===== src/rtl/store_data_aligner.sv =====
// Store data aligner: lane-aligns store data and byte strobes onto a 32-bit bus.
// Build option MISALIGNED_SPLIT_EN: split word-crossing stores into two beats.
module store_data_aligner #(
  parameter int size   = 32,
  parameter int ADDR_W = 32
) (
  input  logic              clk,
  input  logic              reset_n,
  input  logic              req_valid,
  output logic              req_ready,
  input  logic [ADDR_W-1:0] req_addr,
  input  logic [size-1:0]   req_data,
  input  logic [2:0]        req_type,
  output logic              mem_valid,
  input  logic              mem_ready,
  output logic [ADDR_W-1:0] mem_addr,
  output logic [size-1:0]   mem_wdata,
  output logic [size/8-1:0] mem_wstrb,
  output logic              done,
  output logic              err
);

  typedef enum logic [1:0] {
    IDLE,
    BEAT0,
    BEAT1
  } state_t;

  state_t state;
  state_t state_nx;

  logic [1:0]        req_off;
  logic [2:0]        req_n;
  logic [3:0]        req_mask;
  logic [size-1:0]   req_bmask;
  logic [size-1:0]   req_dm;
  logic              req_cross;
  logic              req_bad;
  logic              type_unused;

  logic [7:0]        strb0_wide;
  logic [ADDR_W-1:0] b0_addr;
  logic [size-1:0]   b0_data;
  logic [3:0]        b0_strb;

  logic [size-1:0]   data_q;
  logic [1:0]        off_q;
  logic [3:0]        mask_q;
  logic              cross_q;

  logic [5:0]        b1_sh;
  logic [2:0]        b1_lsh;
  logic [ADDR_W-1:0] b1_addr;
  logic [size-1:0]   b1_data;
  logic [3:0]        b1_strb;

  logic              valid_nx;
  logic [ADDR_W-1:0] addr_nx;
  logic [size-1:0]   wdata_nx;
  logic [3:0]        wstrb_nx;
  logic              done_nx;
  logic              err_nx;
  logic              latch;

  assign req_off     = req_addr[1:0];
  assign type_unused = req_type[2];
  assign req_ready   = (state == IDLE);

  always_comb begin
    req_n    = 3'd0;
    req_mask = 4'b0000;
    unique case (req_type[1:0])
      2'b00: begin
        req_n    = 3'd1;
        req_mask = 4'b0001;
      end
      2'b01: begin
        req_n    = 3'd2;
        req_mask = 4'b0011;
      end
      2'b10: begin
        req_n    = 3'd4;
        req_mask = 4'b1111;
      end
      default: begin
        req_n    = 3'd0;
        req_mask = 4'b0000;
      end
    endcase
  end

  // Bytes above the access size are cleared so unused lanes stay 0.
  assign req_bmask = {{8{req_mask[3]}}, {8{req_mask[2]}},
                      {8{req_mask[1]}}, {8{req_mask[0]}}};
  assign req_dm    = req_data & req_bmask;
  assign req_cross = ({1'b0, req_off} + req_n) > 3'd4;

`ifdef MISALIGNED_SPLIT_EN
  assign req_bad = (req_type[1:0] == 2'b11);
`else
  assign req_bad = (req_type[1:0] == 2'b11) | req_cross;
`endif

  assign strb0_wide = {4'b0000, req_mask} << req_off;
  assign b0_strb    = strb0_wide[3:0];
  assign b0_addr    = {req_addr[ADDR_W-1:2], 2'b00};
  assign b0_data    = req_dm << {req_off, 3'b000};

  // Second beat carries the bytes shifted out of the top of beat 0.
  assign b1_sh   = 6'd32 - {1'b0, off_q, 3'b000};
  assign b1_lsh  = 3'd4 - {1'b0, off_q};
  assign b1_addr = mem_addr + ADDR_W'(4);
  assign b1_data = data_q >> b1_sh;
  assign b1_strb = mask_q >> b1_lsh;

  always_comb begin
    state_nx = state;
    valid_nx = mem_valid;
    addr_nx  = mem_addr;
    wdata_nx = mem_wdata;
    wstrb_nx = mem_wstrb;
    done_nx  = 1'b0;
    err_nx   = 1'b0;
    latch    = 1'b0;
    unique case (state)
      IDLE: begin
        if (req_valid) begin
          latch = 1'b1;
          if (req_bad) begin
            err_nx = 1'b1;
          end else begin
            state_nx = BEAT0;
            valid_nx = 1'b1;
            addr_nx  = b0_addr;
            wdata_nx = b0_data;
            wstrb_nx = b0_strb;
          end
        end
      end
      BEAT0: begin
        if (mem_ready) begin
          if (cross_q) begin
            state_nx = BEAT1;
            addr_nx  = b1_addr;
            wdata_nx = b1_data;
            wstrb_nx = b1_strb;
          end else begin
            state_nx = IDLE;
            valid_nx = 1'b0;
            done_nx  = 1'b1;
          end
        end
      end
      BEAT1: begin
        if (mem_ready) begin
          state_nx = IDLE;
          valid_nx = 1'b0;
          done_nx  = 1'b1;
        end
      end
      default: begin
        state_nx = IDLE;
        valid_nx = 1'b0;
      end
    endcase
  end

  always_ff @(posedge clk or negedge reset_n) begin
    if (!reset_n) begin
      state <= IDLE;
    end else begin
      state <= state_nx;
    end
  end

  always_ff @(posedge clk or negedge reset_n) begin
    if (!reset_n) begin
      mem_valid <= 1'b0;
      mem_addr  <= '0;
      mem_wdata <= '0;
      mem_wstrb <= '0;
      done      <= 1'b0;
      err       <= 1'b0;
      data_q    <= '0;
      off_q     <= 2'b00;
      mask_q    <= 4'b0000;
      cross_q   <= 1'b0;
    end else begin
      mem_valid <= valid_nx;
      mem_addr  <= addr_nx;
      mem_wdata <= wdata_nx;
      mem_wstrb <= wstrb_nx;
      done      <= done_nx;
      err       <= err_nx;
      if (latch) begin
        data_q  <= req_dm;
        off_q   <= req_off;
        mask_q  <= req_mask;
        cross_q <= req_cross;
      end
    end
  end

endmodule


===== config.mk =====
export PLATFORM = sky130hd
export DESIGN_NAME = store_data_aligner
export DESIGN_NICKNAME = d
export VERILOG_FILES = /design/src/rtl/store_data_aligner.sv
export SDC_FILE = /design/constraint.sdc
export NUM_CORES = 1
export LEC_CHECK = 0
export BUFFER_PORTS_ARGS = -buffer_cell sky130_fd_sc_hd__buf_2
export CORE_UTILIZATION = 55
export DETAILED_ROUTE_END_ITERATION = 7
export PLACE_DENSITY = 0.86
export SLEW_MARGIN = 25
export SYNTH_ARGS = -nofsm -noshare
export SYNTH_HDL_FRONTEND = slang
export SYNTH_SLANG_ARGS = --single-unit
export TNS_END_PERCENT = 100

===== constraint.sdc =====
create_clock -name clk -period 5.6 [get_ports clk]
set_input_delay 0.56 -clock clk [delete_from_list [all_inputs] [get_ports clk]]
set_output_delay 0.56 -clock clk [all_outputs]
set_load 0.005 [all_outputs]

**After elaboration in Yosys (flattened, before gate mapping)**

Index checks and enable logic that the tools add are counted.
Widths: inputs -> output; s select.

- Register bits: 112
- Latch bits: 0
- Memory bits (read-only): 0
- RAM bits: 0
- Input port bits: 71
- Memories: 0

- Multipliers: 0
- Equal/unequal tests: 11
- $lt $le $gt $ge: 1
- Div/mod/pow operators: 0
- Add/sub/neg operators: 4
- Muxes and demuxes: 38
- Shifts and indexed selects: 4
- Bitwise gates (word level): 2
- Reductions and logical operators: 6

Operator list:

| operator | number |
|---|---|
| $mux 32 | 8 |
| $pmux 32 s2 | 2 |
| $add 32x3->32 const B | 1 |
| $and 32x32->32 | 1 |
| $shl 32x5->32 | 1 |
| $shr 32x6->32 | 1 |
| $mux 4 | 4 |
| $mux 1 | 13 |
| $ne 2x2->1 const B | 6 |
| $pmux 4 s3 | 1 |
| $mux 2 | 5 |
| $reduce_and 5->1 | 2 |
| $pmux 3 s3 | 1 |
| $pmux 4 s2 | 1 |
| $eq 2x2->1 const B | 3 |
| $pmux 2 s3 | 1 |
| $sub 6x5->6 const A | 1 |
| $eq 2x1->1 const B | 2 |
| $logic_not 2->1 | 2 |
| $reduce_and 4->1 | 1 |
| $shl 4x2->4 | 1 |
| $shr 4x3->4 | 1 |
| $add 2x3->3 | 1 |
| $gt 3x3->1 const B | 1 |
| 5 further kinds | 5 |

**Logic depth before layout (Yosys ltp)**

- Depth after elaboration: 8
- Gate-level depth with buffers: 12
- Gate-level depth less buffers: 10

**Worst setup path after synthesis**

OpenSTA, ideal clock, no wires.

- Path kind: input to register
- Start point: input req_type[0]
- End point: register mem_addr[27]
- Data required time: 5465 ps
- Slack: 2865 ps
- Setup time: 135 ps
- Data arrival time: 2600 ps
- Cell stages on the path: 11
- Path buffers: 2
- Cell sequence: inv_1 -> ha_1 -> ha_1 -> inv_1 -> fa_1 -> nor4bb_1 -> a311o_1 -> nand2_1 -> buf_6 -> clkbuf_1 -> o22ai_1

- Cells in the longest elaborated chain, start to end: 7

RTL lines:

| item | line | source |
|---|---|---|
| start: declaration | 13 | `input logic [2:0] req_type,` |
| $eq 2x2->1 (tied with other cells) | 72 | `unique case (req_type[1:0])` |
| $pmux 3 s3 | 72 |  |
| $add 2x3->3 | 96 | `assign req_cross = ({1'b0, req_off} + req_n) > 3'd4;` |
| $gt 3x3->1 | 96 |  |
| $or 1x1->1 * | 101 | `assign req_bad = (req_type[1:0] == 2'b11) \| req_cross;` |
| $ne 2x2->1 (no line) * | n/a |  |
| $reduce_and 5->1 (no line) * | n/a |  |
| end signal: assignment | 190 | `mem_addr <= addr_nx;` |
| end: declaration | 16 | `output logic [ADDR_W-1:0] mem_addr,` |

Mark *: on every way between the ends. The rest lies on a longest branch, timed or not.
A chain may end at the register's enable or synchronous reset.

**Worst setup path in the final report**

- Start point: input req_addr[0]
- End point: register mem_wdata[0]

- Cells in the longest elaborated chain, start to end: 5

RTL lines:

| item | line | source |
|---|---|---|
| start: declaration | 11 | `input logic [ADDR_W-1:0] req_addr,` |
| $add 2x3->3 | 96 |  |
| $gt 3x3->1 | 96 |  |
| $or 1x1->1 | 101 |  |
| $ne 2x2->1 (no line) | n/a |  |
| $reduce_and 5->1 (no line) | n/a |  |
| end signal: assignment | 191 | `mem_wdata <= wdata_nx;` |
| end: declaration | 17 | `output logic [size-1:0] mem_wdata,` |

Several ways; a longest one is shown, not always the timed one. The select of a mux whose other input is x is not followed.

==> reports/metrics.yaml <==
run_status: "complete, no violations"
seq_area_frac_synth_pct: 43.8
clk_path_buf_depth: 2
worst-slew-pin-transition_ns: 1.14
synth.top_cells.by_area: "sky130_fd_sc_hd__dfrtp_1 (44%), sky130_fd_sc_hd__o21ai_0 (7.5%), sky130_fd_sc_hd__nand2_1 (7.4%)"
tritoncts.num_buffers: 9
final_core_utilization_pct: 66.3
post-place-cells: 947
clkSlewWorstSetupHoldPaths_ns: 0.07
fill_cells: 904
cts_num_sinks: 109
cts_tree: "done"
multi_input_comb_area_um2: 3240
synth_edf_count: 0
achievable-frequency_ghz: 0.267
final_net_count: 901
rsz0062_at_grt: "no"
postCtsHoldBufs: 0
vdd_ir_drop_max_v: 0.000335
syn_avg_cell_area_um2: 8.77
antenna-diode-count: 0
cts_root_buffer: "sky130_fd_sc_hd__clkbuf_16"
grt_use_total_pct: 31.5
die_height_um: 108
post-route-cell-area_um2: 7250
grt_antenna_before_repair: 0
min_period_over_period_pct: 66.8
rows: 38
fin_crit_ns: 3.74
cts_htree_levels: 3
drt-pass1-iter-count: 6
detail_route.wl_per_cell_um: 19.0
synth-seq-cells: 109
critPathMaxStageDelay_ns: 0.69
gp_congestion: 0.954
floorplan.initialDensity_pct: 56.9
post_drt_via_cell_ratio: 6.31
grt_start_max_net_pins: 78
synth_async_sr_flop_share_pct: 100
layout_cells_sized_above_1_pct: 22.6
clock_skew_ns: 0.00465
io_buffers: 139
die-width_um: 108
crit_chain: "buf_2 -> ha_1 -> inv_1 -> fa_1 -> nor4bb_1 -> a311o_1 -> nand2_2 -> buf_4 -> o21ai_0"
hp-class: "primary input to async pin"
timing.max_cap.violations: 0
cp_slowest_cell: "sky130_fd_sc_hd__buf_2"
crit_required_ns: 5.81
power_leakage_nw: 3.28
fin_tns_setup_ns: 0
critPathCaptureType: "flop"
post_layout_nonfiller_instances: 963
synth_cell_type_count: 60
route.vias.total: 6072
power_density_nw_per_um2: 542
gr-total-overflow: 0
post_cts_resize_count: 0
dp.final_hpwl_um: 12800
clock_insertion_delay_worst_skew_ns: 0.35
yosys_warnings: 0
worst-path-max-fanout: 56
drcViolationCount: 0
worstSetupStartpointType: "primary input"
core_region_area_um2: 10900
grt_pass1_wl_um: 28500
netlist.top_cell.by_area: "sky130_fd_sc_hd__dfrtp_1"
relSlewSlack_pct: 23.7
timing_hold_violations_final: 0
dominantRegCellSynth: "sky130_fd_sc_hd__dfrtp_1"
report.final.slew_viol_count: 0
critPathArrivalTime_ns: 3.95
floorplan.die_area_um2: 11800
post_synth_inst_count: 710
first_global_vias: 5714
first_iter_violations: 679
setup_viol_count_final: 0
syn_to_final_growth_pct: 16.4
synth.top_cell.area_share_pct: 43.8
critPathKind: "primary input to flop"
ant_nets: 0
ios: 143
seq_area_um2: 2730
post_dp_cell_area_um2: 6960
totalWireLength_um: 18300
finalHoldWorstSlack_ns: 0.279
syn_area_um2: 6230
cts_setup_buffers: 0
layer usage:
layer,vias up,track usage (%),wire (um)
met4,0,17.9,802
met5,-,0,0
met1,2810,39.8,7230
met3,67,5.06,1690
li1,2811,-,-
met2,384,51.4,8610
final cells by class:
type	count	share of cell area (%)
flip-flops and latches	109	37.6
clock buffers	9	3.11
clock inverters	7	0.829
multi-input cells	533	44.7
well taps	140	2.42
inverters	20	1.04
repair buffers	145	10.3
power breakdown:
group          total [mW]  leakage (nW)  internal (mW)  switching (mW)
Combinational        1.86          1.75          0.705            1.16
Sequential           1.45          1.39           1.13           0.321
Clock               0.612         0.137          0.308           0.304
Total                3.92          3.28           2.14            1.78
placed cells by master (no fill, tap or decap), types with 3 or more instances in the layout:
cell type                   instances
sky130_fd_sc_hd__a21oi_1           41
sky130_fd_sc_hd__a221oi_1          19
sky130_fd_sc_hd__a222oi_1          11
sky130_fd_sc_hd__a22o_1             9
sky130_fd_sc_hd__a22oi_1            3
sky130_fd_sc_hd__a2bb2oi_1         11
sky130_fd_sc_hd__a31oi_1            3
sky130_fd_sc_hd__and3_1             3
sky130_fd_sc_hd__buf_2            138
sky130_fd_sc_hd__buf_4              7
sky130_fd_sc_hd__clkbuf_16          9
sky130_fd_sc_hd__clkinv_4           4
sky130_fd_sc_hd__dfrtp_1          109
sky130_fd_sc_hd__ha_1              10
sky130_fd_sc_hd__inv_1             18
sky130_fd_sc_hd__mux2_2             9
sky130_fd_sc_hd__mux2i_1           31
sky130_fd_sc_hd__nand2_1          121
sky130_fd_sc_hd__nand2b_1          11
sky130_fd_sc_hd__nand3_1           28
sky130_fd_sc_hd__nand4_1           11
sky130_fd_sc_hd__nor2_1            37
sky130_fd_sc_hd__nor3_1             7
sky130_fd_sc_hd__nor4_1             4
sky130_fd_sc_hd__o21a_1             3
sky130_fd_sc_hd__o21ai_0           93
sky130_fd_sc_hd__o22ai_1           19
sky130_fd_sc_hd__o31ai_1            3
final timing paths:
check	slack, ns	to	depth (start not counted)	startpoint
setup / recovery	1.86	mem_wdata[0]	9	req_addr[0]
hold / removal	0.28	mem_addr[15]	1	reset_n
setup reg to reg	2.25	mem_wdata[28]	7	off_q[0]
hold reg to reg	0.48	mem_wdata[7]	2	mem_wdata[7]
max in group asynchronous	4.15	mem_addr[20]	2	reset_n
min in group clk	0.46	data_q[27]	3	req_data[27]
kinds of logic after synthesis:
logic type | synth area share [%]
simple gates | 18.6
compound gates | 23.4
flops | 43.8
buf+inv | 4.72
mux | 6.61
fa+ha+maj | 2.53
xor+xnor | 0.281
other cells | 0.0602
Yosys cell counts (11+ instances only):
library cell and number:
sky130_fd_sc_hd__mux2i_1 31, sky130_fd_sc_hd__a21oi_1 41, sky130_fd_sc_hd__nand3_1 28, sky130_fd_sc_hd__nand2b_1 11, sky130_fd_sc_hd__nor2_1 37, sky130_fd_sc_hd__a222oi_1 11, sky130_fd_sc_hd__nand4_1 11, sky130_fd_sc_hd__inv_1 18
sky130_fd_sc_hd__a2bb2oi_1 11, sky130_fd_sc_hd__dfrtp_1 109, sky130_fd_sc_hd__ha_1 11, sky130_fd_sc_hd__o22ai_1 19, sky130_fd_sc_hd__o21ai_0 93, sky130_fd_sc_hd__a221oi_1 19, sky130_fd_sc_hd__nand2_1 123, sky130_fd_sc_hd__clkbuf_1 37
per-stage QoR:
step / power (mW) / worst slack [ns]
finish: 3.92 / 1.86
floorplan: 2.65 / 2.86
detailed placement: 3.28 / 1.52
CTS: 3.90 / 1.89
global placement: 3.20 / 1.64
global route: 4.21 / 1.58
worst max-delay path: cells and delay by family:
kind	cells	cell delay [ns]
buf+inv	3	1.26
compound gates	2	0.58
fa+ha+maj	2	0.75
simple gates	2	0.77
registers in the layout, summed over array words and instances (netlist names):
name and count:
data_q 32, mem_wdata 32, mem_addr 30, mem_wstrb 4
mask_q 3, off_q 2, state 2, cross_q 1
done 1, err 1, mem_valid 1
Note: power is estimated with default switching activity, not from simulation.
